### config.mk
export PLATFORM = sky130hd
export DESIGN_NAME = hs_arith_gray_ptr_sync_flat
export DESIGN_NICKNAME = d
export VERILOG_FILES = /design/src/rtl/hs_arith_gray_ptr_sync_if.sv /design/src/rtl/hs_arith_gray_ptr_sync.sv /design/src/flat_wrapper.sv
export SDC_FILE = /design/constraint.sdc
export NUM_CORES = 1
export LEC_CHECK = 0
export CAP_MARGIN = 20
export CELL_PAD_IN_SITES_DETAIL_PLACEMENT = 0
export CELL_PAD_IN_SITES_GLOBAL_PLACEMENT = 1
export CORE_AREA = 4 4 89 91
export CTS_CLUSTER_DIAMETER = 50
export DETAILED_ROUTE_END_ITERATION = 6
export DIE_AREA = 0 0 93 95
export PLACE_DENSITY = 0.53
export RECOVER_POWER = 100
export SLEW_MARGIN = 20
export SYNTH_ARGS = -nofsm -noshare
export SYNTH_HDL_FRONTEND = slang
export SYNTH_SLANG_ARGS = --single-unit
### constraint.sdc
create_clock -name clk -period 8.25 [get_ports clk]
set_input_delay 0.825 -clock clk [delete_from_list [all_inputs] [get_ports clk]]
set_output_delay 0.825 -clock clk [all_outputs]
set_load 0.01 [all_outputs]
### src/rtl/hs_arith_gray_ptr_sync_if.sv
// Bus bundle for the Gray pointer synchroniser: foreign-domain pointer in,
// synchronised Gray/binary pointer and update/advance/integrity events out.
interface hs_arith_gray_ptr_sync_if #(
  parameter int WIDTH = 8
);
  logic [WIDTH-1:0] din_gray;
  logic [WIDTH-1:0] dout_gray;
  logic [WIDTH-1:0] dout_bin;
  logic [WIDTH-1:0] adv;
  logic             upd;
  logic             err;
  logic             err_sticky;
  logic             err_clr;

  modport master (
    output din_gray, err_clr,
    input  dout_gray, dout_bin, adv, upd, err, err_sticky
  );

  modport slave (
    input  din_gray, err_clr,
    output dout_gray, dout_bin, adv, upd, err, err_sticky
  );
endinterface

### src/rtl/hs_arith_gray_ptr_sync.sv
// Resynchronises a foreign-domain Gray pointer, converts it to binary and
// reports per-step update, forward advance and Hamming-distance integrity.
module hs_arith_gray_ptr_sync #(
  parameter int WIDTH       = 8,
  parameter int SYNC_STAGES = 2,
  parameter bit CHECK_EN    = 1'b1
) (
  input  logic                     clk,
  input  logic                     rst,
  hs_arith_gray_ptr_sync_if.slave  bus
);

  if (SYNC_STAGES < 2 || SYNC_STAGES > 4) begin : g_bad_sync
    $error("hs_arith_gray_ptr_sync: SYNC_STAGES must be 2..4");
  end
  if (WIDTH < 2 || WIDTH > 32) begin : g_bad_width
    $error("hs_arith_gray_ptr_sync: WIDTH must be 2..32");
  end

  // Pure flop chain, nothing combinational between stages.
  (* async_reg = "true" *) logic [SYNC_STAGES-1:0][WIDTH-1:0] sync_q;

  always_ff @(posedge clk or posedge rst) begin
    if (rst) begin
      sync_q <= '0;
    end else begin
      sync_q[0] <= bus.din_gray;
      for (int k = 1; k < SYNC_STAGES; k++) sync_q[k] <= sync_q[k-1];
    end
  end

  logic [WIDTH-1:0] gray_cur;
  logic [WIDTH-1:0] bin_cur;
  assign gray_cur      = sync_q[SYNC_STAGES-1];
  assign bus.dout_gray = gray_cur;

  // Each binary bit is the XOR of all Gray bits at and above it.
  for (genvar i = 0; i < WIDTH; i++) begin : g_g2b
    assign bin_cur[i] = ^gray_cur[WIDTH-1:i];
  end

  logic [WIDTH-1:0] gray_q;
  logic [WIDTH-1:0] bin_q;
  logic [WIDTH-1:0] adv_q;
  logic             upd_q;
  logic             changed;
  logic [WIDTH-1:0] adv_next;

  assign changed  = (gray_cur != gray_q);
  // bin_q always mirrors gray_q, so the difference is the step just taken.
  assign adv_next = changed ? (bin_cur - bin_q) : '0;

  always_ff @(posedge clk or posedge rst) begin
    if (rst) begin
      gray_q <= '0;
      bin_q  <= '0;
      adv_q  <= '0;
      upd_q  <= 1'b0;
    end else begin
      gray_q <= gray_cur;
      bin_q  <= bin_cur;
      adv_q  <= adv_next;
      upd_q  <= changed;
    end
  end

  assign bus.dout_bin = bin_q;
  assign bus.adv      = adv_q;
  assign bus.upd      = upd_q;

  if (CHECK_EN) begin : g_check
    logic err_next;
    logic err_q;
    logic sticky_q;

    assign err_next = ($countones(gray_cur ^ gray_q) > 1);

    // A fresh error wins over a same-cycle clear.
    always_ff @(posedge clk or posedge rst) begin
      if (rst) begin
        err_q    <= 1'b0;
        sticky_q <= 1'b0;
      end else begin
        err_q    <= err_next;
        sticky_q <= err_next | (sticky_q & ~bus.err_clr);
      end
    end

    assign bus.err        = err_q;
    assign bus.err_sticky = sticky_q;
  end else begin : g_nocheck
    assign bus.err        = 1'b0;
    assign bus.err_sticky = 1'b0;
  end

endmodule
### src/flat_wrapper.sv
// flat-port wrapper written by rule: the top's interface ports become plain ports
module hs_arith_gray_ptr_sync_flat 
#(
  parameter int WIDTH       = 8,
  parameter int SYNC_STAGES = 2,
  parameter bit CHECK_EN    = 1'b1
)
  (clk, rst, bus_din_gray, bus_err_clr, bus_dout_gray, bus_dout_bin, bus_adv, bus_upd, bus_err, bus_err_sticky);
  hs_arith_gray_ptr_sync_if #(.WIDTH(WIDTH)) bus_i ();
  input  logic clk;
  input  logic rst;
  input wire logic [$bits(bus_i.din_gray)-1:0] bus_din_gray;
  input wire logic [$bits(bus_i.err_clr)-1:0] bus_err_clr;
  output wire logic [$bits(bus_i.dout_gray)-1:0] bus_dout_gray;
  output wire logic [$bits(bus_i.dout_bin)-1:0] bus_dout_bin;
  output wire logic [$bits(bus_i.adv)-1:0] bus_adv;
  output wire logic [$bits(bus_i.upd)-1:0] bus_upd;
  output wire logic [$bits(bus_i.err)-1:0] bus_err;
  output wire logic [$bits(bus_i.err_sticky)-1:0] bus_err_sticky;
  assign bus_i.din_gray = bus_din_gray;
  assign bus_i.err_clr = bus_err_clr;
  assign bus_dout_gray = bus_i.dout_gray;
  assign bus_dout_bin = bus_i.dout_bin;
  assign bus_adv = bus_i.adv;
  assign bus_upd = bus_i.upd;
  assign bus_err = bus_i.err;
  assign bus_err_sticky = bus_i.err_sticky;
  hs_arith_gray_ptr_sync #(.WIDTH(WIDTH), .SYNC_STAGES(SYNC_STAGES), .CHECK_EN(CHECK_EN)) u_core (.clk(clk), .rst(rst), .bus(bus_i));
endmodule
== Word-level counts from Yosys, hierarchy flattened ==
Cells that the tools add are included.

* Register bits after elaboration: 43
* Bits of input ports: 11
* Output and inout port bits: 27
* Logic and storage cells: 30

* Add/sub/neg operators: 8
* Order comparisons: 1
* Equality and inequality tests: 1
* Multiplexer cells: 1
* Bitwise operators: 4
* Reduce and logical (&&, ||, !) cells: 7

{| class="wikitable"
|+ Operators by type and width
! kind !! number
|-
| adder 32 bit || 3
|-
| > comparator 32 x 2 -> 1 bit, second input constant || 1
|-
| adder 1 x 1 -> 2 bit || 4
|-
| two-way mux 8 bit || 1
|-
| != test 8 bit || 1
|-
| XOR reduction 8 bit || 1
|-
| subtractor 8 bit || 1
|-
| XOR 8 bit || 1
|-
| XOR reduction 7 bit || 1
|-
| XOR reduction 6 bit || 1
|-
| XOR reduction 5 bit || 1
|-
| XOR reduction 4 bit || 1
|-
| XOR reduction 3 bit || 1
|-
| XOR reduction 2 bit || 1
|-
| AND 1 bit || 1
|-
| NOT 1 bit || 1
|-
| OR 1 bit || 1
|}

== Depth between registers and ports, before layout ==
Gate-level depths: netlist of run 1.

* Depth after elaboration: 6
* Depth in mapped cells: 12

== Least setup slack after synthesis of run 1 ==
No wires, ideal clock.

* Kind: reg2reg
* Start: reg u_core.sync_q, in the netlist u_core.bus.dout_gray[6]
* End: reg u_core.adv_q[6], in the netlist u_core.bus.adv[6]
* Library setup time: 0.120 ns
* Arrival: 2.758 ns
* Required time: 8.130 ns
* Slack: 5.371 ns
* Cell stages (with the launch flop): 13
* Period minus slack after synthesis: 2.879 ns
* Path through: dfrtp_1 xor2_2 xnor2_2 xnor3_2 xor2_4 xnor2_1 ha_1 fa_1 nor2b_1 o21ai_0 nand2_1 a2111o_1 o211a_1

* Word-level cells in the longest chain between the ends: 3
* Elaborated cells on any way between the ends: 10

{| class="wikitable"
|+ RTL lines
! element !! RTL line !! source
|-
| start, declared || hs_arith_gray_ptr_sync.sv:21 || <nowiki>(* async_reg = "true" *) logic [SYNC_STAGES-1:0][WIDTH-1:0] sync_q;</nowiki>
|-
| XOR reduction 2 bit || hs_arith_gray_ptr_sync.sv:39 || <nowiki>assign bin_cur[i] = ^gray_cur[WIDTH-1:i];</nowiki>
|-
| net u_core.bin_cur[6] || hs_arith_gray_ptr_sync.sv:33 || <nowiki>logic [WIDTH-1:0] bin_cur;</nowiki>
|-
| subtractor 8 bit || hs_arith_gray_ptr_sync.sv:51 || <nowiki>assign adv_next = changed ? (bin_cur - bin_q) : '0;</nowiki>
|-
| two-way mux 8 bit || hs_arith_gray_ptr_sync.sv:51 ||
|-
| net u_core.adv_next[6] || hs_arith_gray_ptr_sync.sv:47 || <nowiki>logic [WIDTH-1:0] adv_next;</nowiki>
|-
| end signal, assigned || hs_arith_gray_ptr_sync.sv:62 || <nowiki>adv_q <= adv_next;</nowiki>
|-
| end, declared || hs_arith_gray_ptr_sync.sv:44 || <nowiki>logic [WIDTH-1:0] adv_q;</nowiki>
|}

The timed path passes the listed nets, and every way through them passes these cells.

== Final worst setup path of run 1 ==
Same ends and word-level chain as after synthesis.

==> impl_results.md, run 1 <==
* Average size of a mapped cell at 12.5 sq um
* Final WS setup at 4.78 ns
* Diodes inserted at 0
* Post-CTS sizing at 0
* Power per cell area at approximately 280 nW/um^2
* Number of port buffers at 37
* CP Class: reg -> reg
* Post-synthesis async set-or-reset flop share at 100%
* Flops & latches, synth at 42
* Number of vias per cell at 3.88
* CP max stage delay at ~0.45 ns
* Mapped Cells at between 150 and 200
* Hold_buf cts at 0
* Initial Utilization at 27.6%
* Total power at between 0.7 and 0.8 mW
* Seq/Total Area, Yosys at a little over half
* Initial antenna violation count at 0
* Via count at 1,134
* Mapped cell area at a little under 2000 sq um
* Vert. Die Dim at 95 microns
* Internal at 0.492 mW
* Critical path endpoint: u_core.bus.adv[6]
* Share of layout cells above drive strength 1 at 4.15%
* Critical path arrival at 3.66 ns
* Required @ worst endpoint at 8.44 ns
* Status: finished with violations
* Final wirelength at 3420 microns
* GP Congestion at 0.707
* Die ar. at 8840 sq um
* Die X-Extent at 93 microns
* Sum Neg Setup Slack at 0 ns
* # DRC at 0
* Crit path launch type: flop
* Hold WS at 0.351 ns
* Routed WL per cell at 11.7 microns
* Min-Delay Path Class: reg -> reg
* Share of total power in combinational logic at 35.9%
* CTS tree: done
* VDD IR-drop max at 0.0842 mV
* Area of the core at 7140 sq um
* Post-CTS setup buffers at 0
* Sw Share at between 30% and 40%
* Finished layout cell area at 2500 sq um
* Cell variety after synth at 31
* Synth warn at 0
* Initial DRC Count at 25
* Critical R2R Launch: u_core.bus.dout_gray[6]
* Hold Startpoint: u_core.sync_q[7]
* Number of nets with antenna violations after routing at 0
* Total gr overflow at 0
* Failing checks: capacitance limit, slew limit
* Crit-path cells: xor2_1 > xnor2_1 > xnor3_1 > xor2_1 > xnor2_1 > ha_1 > fa_1 > nor2b_1 > o21ai_0 > nand2_1 > a2111o_1 > o211a_1
* Syn-to-layout area delta at 26.9%
* # nets final at 225
* Max transition margin at -45.0%
* CTS buffer count at 5
* CTS clock-pin slew for the worst setup and hold paths at 0.09 ns
* Fmax at 288 MHz
* RSZ-0062 raised after global routing: no
* Switching power at 0.215 mW
* Seq pwr share at 36.7%
* Detailed-placement wirelength estimate at 2680 microns
* Leading area contributor after synthesis: dfrtp_1
* Yosys top cell area share at 53.4%
* Synth area leaders: dfrtp_1 (53%), ha_1 (11%), inv_1 (5.3%)
* Drt pass-1 iters at 3
* Clk pwr share at 27.4%
* Gr usage total at roughly 8.5%
* Fill count at 738
* Placed cell areas at 2400 sq um
* Vias in the first global route at 1,188
* Setup violations, final at 0
* Max Cap Viol at 1
* # IOs at 38
* First-pass GRT wire length at slightly below 6000 microns
* Most frequent cell after synthesis: dfrtp_1
* Clock Path Buffers at 2
* Critical R2R Capture: u_core.bus.adv[6]
* Largest net degree at the start of global routing at 43
* Crit end category: flop
* Htree depth at 2
* Most used DFF post-synth: dfrtp_1
* Clock Skew at 0.00621 ns
* Worst-margin pin slew at 2.17 ns
* Syn_nets at 190
* CTS sink cnt at 42
* Setup WS pre-CTS at 5.11 ns
* Leak Pwr at roughly 1.2 nW
* Root buffer cell: clkbuf_8
* Setup crit start: u_core.bus.dout_gray[6]
* Clk_lat worst skew at a little under 0.3 ns
* R2R setup slack at 4.78 ns
* Pins Over Slew Limit at 43
* EDFF count, synth at 0
* Endpoints failing hold at 0
* Slowest cell on the critical path: xnor3_1
* Rows at 31
* Top cells by count, synth: dfrtp_1 (42), inv_1 (28), ha_1 (17)
* Critical Path Fanout Max at 5
* Final Critical Period at 3.47 ns
* Final Cycle Share at 42.1%
* Cells on worst reg2reg path at 12
-- state kept, by name, indices dropped and copies added, names as in the netlist --
register,flops
u_core.bus.adv,8
u_core.bus.dout_bin,8
u_core.bus.dout_gray,8
u_core.sync_q,8
u_core.gray_q,7
u_core.bus.err,1
u_core.bus.err_sticky,1
u_core.bus.upd,1
-- logic make-up (layout without fill, tap and decap cells) --
logic type      after synthesis  count (layout)  share of synthesized area (%)
flops                        42              42                           53.4
buf+inv                      38              74                           8.96
fa+ha+maj                    22              22                           15.9
simple gates                 22              22                           5.91
xor+xnor                     19              19                           10.9
compound gates               13              13                           4.45
mux                           1               1                          0.508
-- worst min path at each step --
stage	cells after the start	end	slack, ns
floorplan	0	u_core.bus.dout_gray[0]	0.33
global placement	0	u_core.bus.dout_gray[1]	0.33
detailed placement	0	u_core.bus.dout_gray[7]	0.34
CTS	0	u_core.bus.dout_gray[7]	0.35
global route	0	u_core.bus.dout_gray[2]	0.36
finish	0	u_core.bus.dout_gray[7]	0.35
-- metal layers --
layer  track usage (%)  vias up  wire length (microns)
met5                 0        -                      0
met1              10.6      552                   1510
met3              2.79        2                    183
li1                  -      556                      -
met4              3.30        0                     25
met2              13.9       24                   1700
-- cells in the final DEF (no fill, tap or decap), types with 2 or more instances in the layout --
cell type      synthesis  routed
xnor2_1                6       7
ha_1                  17      17
nor2b_1                3       3
nor3_1                 4       4
xor2_1                 9      11
nand2_1                5       5
nor2_1                 4       4
inv_1                 28      27
dfrtp_1               42      42
dlygate4sd3_1          0      36
a21oi_1                4       4
o21ai_0                3       3
clkbuf_8               0       5
fa_1                   5       5
bufinv_16              0       2
-- stage by stage --
stage,cells,utilization (%)
2_1_floorplan,157,-
3_3_place_gp,284,33.6
3_5_place_dp,284,33.6
4_1_cts,292,35.6
5_1_grt,292,35.0
6_report,292,35.0
-- layout make-up --
class	instances	area, sq um	area share (%)
inverter	28	105	4.21
timing repair buffer	38	374	15.0
tap	99	124	4.96
sequential	42	1050	42.1
multi-input combinational	77	707	28.3
clock buffer	5	68.8	2.75
clock inverter	3	68.8	2.75
-- power by group through the flow --
stage / clock [mW] / sequential [mW] / combinational, mW
floorplan: 0 / 0.281 / 0.153
global placement: 0 / 0.265 / 0.274
detailed placement: 0 / 0.267 / 0.277
CTS: 0.202 / 0.263 / 0.279
global route: 0.212 / 0.264 / 0.291
finish: 0.194 / 0.259 / 0.254
-- critical path, delay by kind of cell (launching register included) --
kind / cells / cell delay, ns
and+or+nand+nor: 2 / 0.18
AOI/OAI and AO/OA: 3 / 0.71
adders and majority gates: 2 / 0.40
DFF: 1 / 0.43
xor gates and xnor gates: 5 / 1.65
Note: power is estimated with default switching activity, not from simulation.
==> inputs of run 2 (changes only) <==
--- a/config.mk
+++ b/config.mk
@@ -12,7 +12,7 @@
 export CTS_CLUSTER_DIAMETER = 50
 export DETAILED_ROUTE_END_ITERATION = 6
 export DIE_AREA = 0 0 93 95
-export PLACE_DENSITY = 0.53
+export PLACE_DENSITY = 0.55
 export RECOVER_POWER = 100
 export SLEW_MARGIN = 20
 export SYNTH_ARGS = -nofsm -noshare
==> constraint.sdc (replaced) <==
create_clock -name clk -period 2.99 [get_ports clk]
set_input_delay 0.299 -clock clk [delete_from_list [all_inputs] [get_ports clk]]
set_output_delay 0.299 -clock clk [all_outputs]
set_load 0.01 [all_outputs]
==> impl_results.md, run 2 (synthesis results as in run 1) <==
* Status: finished with violations
* Failing checks: capacitance limit, slew limit
* Pins Over Slew Limit at 43 (unchanged)
* Crit path buf inv count at 2 (+2)
* Slowest cell on the critical path: fa_1
* Sum Neg Setup Slack at 0 ns (unchanged)
* Finished layout cell area at 2600 sq um (+4.0%)
* Initial DRC Count at 23 (-8.0%)
* Root buffer cell: clkbuf_8
* Required @ worst endpoint at 3.18 ns (-5.26 ns)
* Gr usage total at 9.25% (+0.71 points)
* # IOs at 38 (unchanged)
* Routed WL per cell at 11.4 microns (-2.7%)
* Area of the core at 7140 sq um (unchanged)
* Hold_buf cts at 0 (unchanged)
* Share of layout cells above drive strength 1 at 12.6% (+8.4 points)
* Max layer used: met4
* Largest net degree at the start of global routing at 43 (unchanged)
* CP Class: reg -> reg
* First-pass GRT wire length at 6150 microns (+4.5%)
* Initial antenna violation count at 0 (unchanged)
* Seq pwr share at 37.9% (+1.2 points)
* Internal at 1.26 mW (+160%)
* Clock Skew at 0.0111 ns (+0.00486 ns)
* Vias in the first global route at 1,282 (+7.9%)
* Power per cell area at 725 nW/um^2 (+160%)
* Syn-to-layout area delta at 31.9%
* CP max stage delay at 0.52 ns (+0.07 ns)
* Most frequent cells in the layout: dfrtp_1 (41), dlygate4sd3_1 (36), inv_1 (28)
* Vert. Die Dim at 95 microns (unchanged)
* CTS buffer count at 5 (unchanged)
* # DRC at 0 (unchanged)
* CP most frequent cell: fa_1
* Endpoints failing hold at 0 (unchanged)
* Die ar. at 8840 sq um (unchanged)
* CTS sink cnt at 42 (unchanged)
* # nets final at 239 (+6.2%)
* Htree depth at 2 (unchanged)
* Reg area at 1050 sq um (+0.12%)
* Multi-input gate area at 762 sq um (+7.8%)
* Crit path launch type: flop
* Switching power at 0.624 mW (+190%)
* CTS clock-pin slew for the worst setup and hold paths at 0.09 ns (about the same)
* Hold WS at 0.355 ns (+0.00417 ns)
* Met2 Wirelength at 1750 microns (+3.2%)
* Detailed-placement wirelength estimate at 2750 microns (+2.5%)
* Fmax at 348 MHz (+21%)
* Max transition margin at -5.25% (+40 points)
* Clk_lat worst skew at 0.30 ns (about the same)
* Leading cell type in the layout, fill and taps excluded: dfrtp_1
* Total power at 1.88 mW (+170%)
* Placed cell areas at 2490 sq um (+3.8%)
* Via count at 1,173 (+3.4%)
* Final Cycle Share at 96.2% (+54 points)
* Sw Share at 33.2% (+2.7 points)
* Met3 routed WL at 225 microns (+23%)
* GP Congestion at 0.713 (+0.83%)
* Share of total power in combinational logic at 42.0% (+6.1 points)
* Diodes inserted at 0 (unchanged)
* Die X-Extent at 93 microns (unchanged)
* Crit end category: flop
* Fin util at 36.4% (+1.4 points)
* Critical Path Fanout Max at 2 (-3)
* Fill count at 730 (-1.1%)
* Routed metal-1 wirelength at 1440 microns (-4.9%)
* Worst-margin pin slew at 1.58 ns (-0.598 ns)
* Crit-path cells: xnor2_2 > inv_1 > ha_2 > fa_1 > fa_1 > ha_1 > inv_1 > fa_1 > nand3b_1 > a21o_1
* Rows at 31 (unchanged)
* Leak Pwr at 1.21 nW (+3.5%)
* Min-Delay Path Class: reg -> reg
* Number of vias per cell at 3.83 (-1.3%)
* Setup violations, final at 0 (unchanged)
* Clk pwr share at 20.1% (-7.3 points)
* Final wirelength at 3480 microns (+2.0%)
* CTS tree: done
* Number of port buffers at 37 (unchanged)
* Initial Utilization at 27.6% (unchanged)
* Drt pass-1 iters at 4 (+1)
* Critical path arrival at 3.07 ns (-0.59 ns)
* Total gr overflow at 0 (unchanged)
* Clock Path Buffers at 2 (unchanged)
* Final Critical Period at 2.88 ns (-0.594 ns)
* VDD IR-drop max at 0.261 mV (+210%)
* R2R setup slack at 0.11 ns (-4.67 ns)
* Number of nets with antenna violations after routing at 0 (unchanged)
* RSZ-0062 raised after global routing: yes
* CP top delay family: adder cells
* Max Cap Viol at 1 (unchanged)
-- run 2: path summary, 6_finish.rpt --
| check | from | to | depth (start not counted) |
|---|---|---|---|
| min | u_core.sync_q[2] | u_core.bus.dout_gray[2] | 0 |
| max reg2reg | u_core.bus.dout_gray[2] | u_core.bus.err_sticky | 10 |
| max in group asynchronous | rst | u_core.bus.dout_gray[5] | 2 |
| min reg2reg | u_core.sync_q[2] | u_core.bus.dout_gray[2] | 0 |
| min in group asynchronous | rst | u_core.bus.dout_bin[1] | 2 |
| max | u_core.bus.dout_gray[2] | u_core.bus.err_sticky | 10 |
-- run 2: metrics by stage --
| stage | setup slack (ns) | instances |
|---|---|---|
| 3_5_place_dp | -0.00946 | 296 |
| 5_1_grt | -0.0597 | 306 |
| 6_report | 0.113 | 306 |
| 3_3_place_gp | 0.0146 | 296 |
| 4_1_cts | 0.00978 | 304 |
| 2_1_floorplan | 0.111 | 157 |
-- run 2: power groups by stage --
stage / registers (mW) / logic [mW] / clock network [mW]
2_1_floorplan: 0.775 / 0.422 / 0
3_3_place_gp: 0.727 / 0.807 / 0
3_5_place_dp: 0.732 / 0.818 / 0
4_1_cts: 0.720 / 0.825 / 0.401
5_1_grt: 0.729 / 0.896 / 0.421
6_report: 0.713 / 0.790 / 0.379
-- run 2: final cells by class --
cell class | instances | share of cell area (%)
Sequential cell | 42 | 40.5
Multi-Input combinational cell | 77 | 29.3
Timing Repair Buffer | 52 | 17.7
Tap cell | 99 | 4.77
Inverter | 28 | 4.05
Clock buffer | 5 | 2.65
Clock inverter | 3 | 0.963
-- run 2: what timing repair did --
action / in CTS / in global routing
gates resized for setup: 1 / 7
setup buffers: 0 / 2
pin swaps: 1 / 5
endpoints found under the setup margin: 1 / 4
-- run 2: routing by layer --
metal,up-vias,global-route usage [%]
li1,582,-
met3,7,3.67
met2,30,14.6
met1,554,11.0
met5,-,0
met4,0,4.52
